==> src/rtl/gate_bist_ctrl.sv <==
`default_nettype none
// ============================================================================
// Module   : gate_bist_ctrl
// Purpose  : Built-in self-test sequencer for gate_dataflow. Walks the four
//            {a,b} vectors, holds each for SETTLE+1 cycles, compares the eight
//            gate outputs against their truth table and reports the results.
// Revision : 1.0 - initial release
// ============================================================================
module gate_bist_ctrl #(
    parameter int SETTLE = 1
) (
    input  logic       clk,
    input  logic       rst,
    input  logic       start,
    input  logic       an_d,
    input  logic       o_r,
    input  logic       no_t,
    input  logic       no_t_b,
    input  logic       na_nd,
    input  logic       no_r,
    input  logic       ex_or,
    input  logic       ex_nor,
    output logic       a,
    output logic       b,
    output logic       busy,
    output logic       done,
    output logic       pass,
    output logic [7:0] fail_mask,
    output logic [1:0] first_fail,
    output logic [2:0] err_cnt
);

    // Settle count at which the current vector is compared.
    localparam logic [3:0] c_settle = 4'(SETTLE);

    typedef enum logic [0:0] {
        IDLE = 1'b0,
        RUN  = 1'b1
    } state_t;

    state_t     state, state_nxt;
    logic [1:0] vec, vec_nxt;
    logic [3:0] cnt, cnt_nxt;
    logic       done_nxt;
    logic       pass_nxt;
    logic [7:0] fail_mask_nxt;
    logic [1:0] first_fail_nxt;
    logic [2:0] err_cnt_nxt;

    logic [7:0] actual;
    logic [7:0] expected;
    logic [7:0] mismatch;

    // Stimulus comes straight from the vector register, so a/b only move on
    // the edges where vec is written (start, compare, reset).
    assign a    = vec[1];
    assign b    = vec[0];
    assign busy = (state == RUN);

    // Gate outputs packed in fail_mask bit order.
    assign actual   = {ex_nor, ex_or, no_r, na_nd, no_t_b, no_t, o_r, an_d};
    assign expected = {~(a ^ b), a ^ b, ~(a | b), ~(a & b), ~b, ~a, a | b, a & b};
    assign mismatch = actual ^ expected;

    // State and result registers; reset returns everything to idle values.
    always_ff @(posedge clk) begin
        if (rst) begin
            state      <= IDLE;
            vec        <= 2'd0;
            cnt        <= 4'd0;
            done       <= 1'b0;
            pass       <= 1'b0;
            fail_mask  <= 8'd0;
            first_fail <= 2'd0;
            err_cnt    <= 3'd0;
        end else begin
            state      <= state_nxt;
            vec        <= vec_nxt;
            cnt        <= cnt_nxt;
            done       <= done_nxt;
            pass       <= pass_nxt;
            fail_mask  <= fail_mask_nxt;
            first_fail <= first_fail_nxt;
            err_cnt    <= err_cnt_nxt;
        end
    end

    // Next-state and result update: start clears results, each compare edge
    // folds one vector's mismatch into the sticky results.
    always_comb begin
        state_nxt      = state;
        vec_nxt        = vec;
        cnt_nxt        = cnt;
        done_nxt       = 1'b0;
        pass_nxt       = pass;
        fail_mask_nxt  = fail_mask;
        first_fail_nxt = first_fail;
        err_cnt_nxt    = err_cnt;

        case (state)
            IDLE: begin
                if (start) begin
                    state_nxt      = RUN;
                    vec_nxt        = 2'd0;
                    cnt_nxt        = 4'd0;
                    pass_nxt       = 1'b0;
                    fail_mask_nxt  = 8'd0;
                    first_fail_nxt = 2'd0;
                    err_cnt_nxt    = 3'd0;
                end
            end
            RUN: begin
                if (cnt == c_settle) begin
                    fail_mask_nxt = fail_mask | mismatch;
                    if (mismatch != 8'd0) begin
                        err_cnt_nxt = err_cnt + 3'd1;
                        // err_cnt is still zero only for the first failing vector.
                        if (err_cnt == 3'd0) begin
                            first_fail_nxt = vec;
                        end
                    end
                    cnt_nxt = 4'd0;
                    if (vec != 2'd3) begin
                        vec_nxt = vec + 2'd1;
                    end else begin
                        state_nxt = IDLE;
                        vec_nxt   = 2'd0;
                        done_nxt  = 1'b1;
                        pass_nxt  = ((fail_mask | mismatch) == 8'd0);
                    end
                end else begin
                    cnt_nxt = cnt + 4'd1;
                end
            end
            default: begin
                state_nxt = IDLE;
                vec_nxt   = 2'd0;
                cnt_nxt   = 4'd0;
            end
        endcase
    end

endmodule
`default_nettype wire

==> config.mk <==
export PLATFORM = sky130hd
export DESIGN_NAME = gate_bist_ctrl
export DESIGN_NICKNAME = d
export VERILOG_FILES = /design/src/rtl/gate_bist_ctrl.sv
export SDC_FILE = /design/constraint.sdc
export NUM_CORES = 1
export LEC_CHECK = 0
export BUFFER_PORTS_ARGS = -buffer_cell sky130_fd_sc_hd__buf_2
export CORE_ASPECT_RATIO = 0.75
export CORE_UTILIZATION = 48
export CTS_CLUSTER_SIZE = 24
export DETAILED_ROUTE_END_ITERATION = 10
export HOLD_SLACK_MARGIN = 0.08
export PLACE_DENSITY = 0.77
export SETUP_SLACK_MARGIN = 0.3
export SYNTH_ARGS = -nofsm -noshare
export SYNTH_HDL_FRONTEND = slang
export SYNTH_SLANG_ARGS = --single-unit
==> constraint.sdc <==
create_clock -name clk -period 3.75 [get_ports clk]
set_clock_uncertainty 0.15 [all_clocks]
set_input_delay 0.1875 -clock clk [delete_from_list [all_inputs] [get_ports clk]]
set_output_delay 0.1875 -clock clk [all_outputs]
set_load 0.05 [all_outputs]
==> impl_metrics.json <==
{
  "status": "finished, final reports clean",
  "seqCellArea_sq_um": 440,
  "place_area_sq_um": 1290,
  "ios": 29,
  "fin_setup_tns_ns": 0,
  "drv_cap": 0,
  "max_freq_mhz": 383,
  "cts_buffers": 3,
  "cp_max_fo": 6,
  "worstSetupEndpoint": "first_fail[1]",
  "area_growth_syn_to_layout_pct": 15.8,
  "die_y_microns": 44.1,
  "mappedNetlistArea_sq_um": 1130,
  "total_leakage_power_nw": 0.530,
  "timing.hold.ws_ns": 0.0955,
  "synth_nets": 141,
  "antenna_found_initial": 0,
  "rsz0062_at_grt": "false",
  "multi_input_area_sq_um": 648,
  "grtUsageTotal_pct": 21.5,
  "startpoint": "vec[1]",
  "crit_arrival_ns": 2.66,
  "grt_max_degree": 28,
  "slew_headroom_pct": 58.2,
  "fin_crit_ns": 2.61,
  "vdd_drop_max_v": 0.000251,
  "postCtsHoldBufs": 0,
  "synth-edff-count": 0,
  "period_share_pct": 69.6,
  "worst_hold_path_type": "in -> reg",
  "critPathLaunchType": "flop",
  "die_w_microns": 58.1,
  "crit_type": "reg -> reg",
  "p_per_area_nw_per_um2": 317,
  "htree_levels": 1,
  "crit_path_end_kind": "flop",
  "root_buffer": "clkbuf_4",
  "ys.flop_type": "dfxtp_1",
  "fin_util_pct": 62.0,
  "r2r_cells": 6,
  "cp.required_ns": 3.80,
  "grt_pass1_wl_microns": 4170,
  "drt_iter0_drc": 44,
  "clock_path_buffers": 2,
  "clock_latency_ns": 0.30,
  "rr_endpoint": "first_fail[1]",
  "synth.avg_cell_area_sq_um": 9.15,
  "rows": 14,
  "final-setup-viol-count": 0,
  "grt_pass1_vias": 860,
  "portBuffers": 28,
  "antenna_cells": 0,
  "core_sq_um": 2120,
  "ys_seq_area_share_pct": 38.8,
  "grt_overflow": 0,
  "ant_nets": 0,
  "synth.distinct_cells": 37,
  "dp_hpwl_microns": 1900,
  "post_drt_wl_per_cell_microns": 14.5,
  "timing_hold_violations_final": 0,
  "postCtsSetupBuffers": 0,
  "clk_pin_slew_ns": 0.12,
  "worstMarginPinSlew_ns": 0.622,
  "reg2reg_slack_ns": 1.14,
  "clkSinkCount": 22,
  "drt-total-wl_microns": 2620,
  "filler_cell_count": 195,
  "synth_cells": 124,
  "nets": 168,
  "drive_above_1_share_pct": 26.8,
  "via_per_inst": 5.49,
  "design_area_sq_um": 1310,
  "cts_resized": 0,
  "start_util_pct": 53.5,
  "die-area_sq_um": 2560,
  "maxSlewViolCount": 0,
  "ys_warn_count": 0,
  "drc": 0,
  "gp_congestion": 0.820,
  "cts_tree": "yes",
  "async_reset_ff_share_pct": 0,
  "drtPass1Iterations": 4,
  "rr_startpoint": "vec[1]",
  "via_count": 993,
  "ys_seq_elements": 22
}
==> layout by cell type (no fill, tap or decap), drive strengths merged, types with 2 or more instances in the layout <==
cell	n
mux2i	2
nor3	4
o32ai	2
xor2	3
nand2b	5
nand2	6
buf	28
nor3b	2
dfxtp	22
nor4	3
nand3	3
a211o	2
a21oi	7
nor2	15
xnor2	6
nand3b	2
inv	6
a22oi	8
clkbuf	3
ha	6
==> worst max-delay path, stage by stage, from the launching register on <==
cell	delay, ns
dfxtp_1	0.44
inv_1	0.11
ha_1	0.40
or3b_4	0.44
a2111oi_4	0.51
a222oi_1	0.24
o32ai_1	0.20
==> stage by stage <==
stage          setup WS (ns)  total power [W]  cells
2_1_floorplan           1.12         0.000297    124
3_3_place_gp            1.40         0.000313    178
3_5_place_dp            1.29         0.000313    178
4_1_cts                 1.17         0.000418    181
5_1_grt                 1.05         0.000434    181
6_report                1.14         0.000416    181
==> worst min-delay path by stage <==
stage	to	from	depth (start not counted)
global route	cnt[3]	start	4
finish	cnt[3]	start	4
detailed placement	first_fail[0]	first_fail[0]	2
CTS	cnt[3]	start	4
floorplan	cnt[3]	start	3
global placement	first_fail[0]	first_fail[0]	2
==> cell families (layout without fill, tap and decap cells) <==
logic type	count (synthesis)	count (layout)	synth area share (%)
and+or+nand+nor	47	47	23.0
AOI/OAI and AO/OA	26	26	18.7
DFF	22	22	38.8
buffers and inverters	12	37	4.08
xor gates and xnor gates	9	9	6.95
adders and majority gates	6	6	6.62
muxes	2	2	1.76
==> cell type report <==
| class | count | share of cell area (%) |
|---|---|---|
| Multi-Input combinational cell | 90 | 49.3 |
| Clock buffer | 3 | 1.71 |
| Inverter | 6 | 1.71 |
| Sequential cell | 22 | 33.5 |
| Tap cell | 32 | 3.05 |
| Timing Repair Buffer | 28 | 10.7 |
==> per-layer routing <==
metal / vias to the layer above / global-route usage (%) / part of all wire [%]
li1: 496 / - / -
met1: 461 / 29.5 / 49
met2: 34 / 34.5 / 46
met3: 2 / 6.43 / 5.6
met4: 0 / 3.33 / 0.23
met5: - / 0 / 0
==> state kept, by name, summed over array words and instances, names as in the netlist <==
register	cells
cnt	4
pass	1
fail_mask	8
busy	1
first_fail	2
vec	2
err_cnt	3
done	1
==> synthesized netlist by cell type (2+ instances only) <==
library cell / instances / area share [%]
dfxtp_1: 22 / 39
xor2_1: 3 / 2.3
nor3b_1: 2 / 1.3
xnor2_1: 6 / 4.6
clkbuf_1: 4 / 1.3
o32ai_1: 2 / 1.5
a211o_2: 2 / 1.8
nor3_1: 4 / 1.8
mux2i_1: 2 / 1.8
a21oi_1: 7 / 3.1
nor4_1: 2 / 1.1
nand3b_1: 2 / 1.3
a22oi_1: 7 / 4.6
nand2_1: 6 / 2.0
inv_1: 6 / 2.0
nand2b_1: 5 / 2.8
ha_1: 6 / 6.6
nor2_1: 15 / 5.0
nand3_1: 3 / 1.3
==> power breakdown <==
part / internal, W / total (W) / switching [W]
combinational: 0.0000222 / 0.0000651 / 0.0000429
sequential: 0.000238 / 0.000244 / 0.00000585
clock: 0.0000375 / 0.000107 / 0.0000694
total: 0.000298 / 0.000416 / 0.000118
Power figures use the tool's default switching activity.
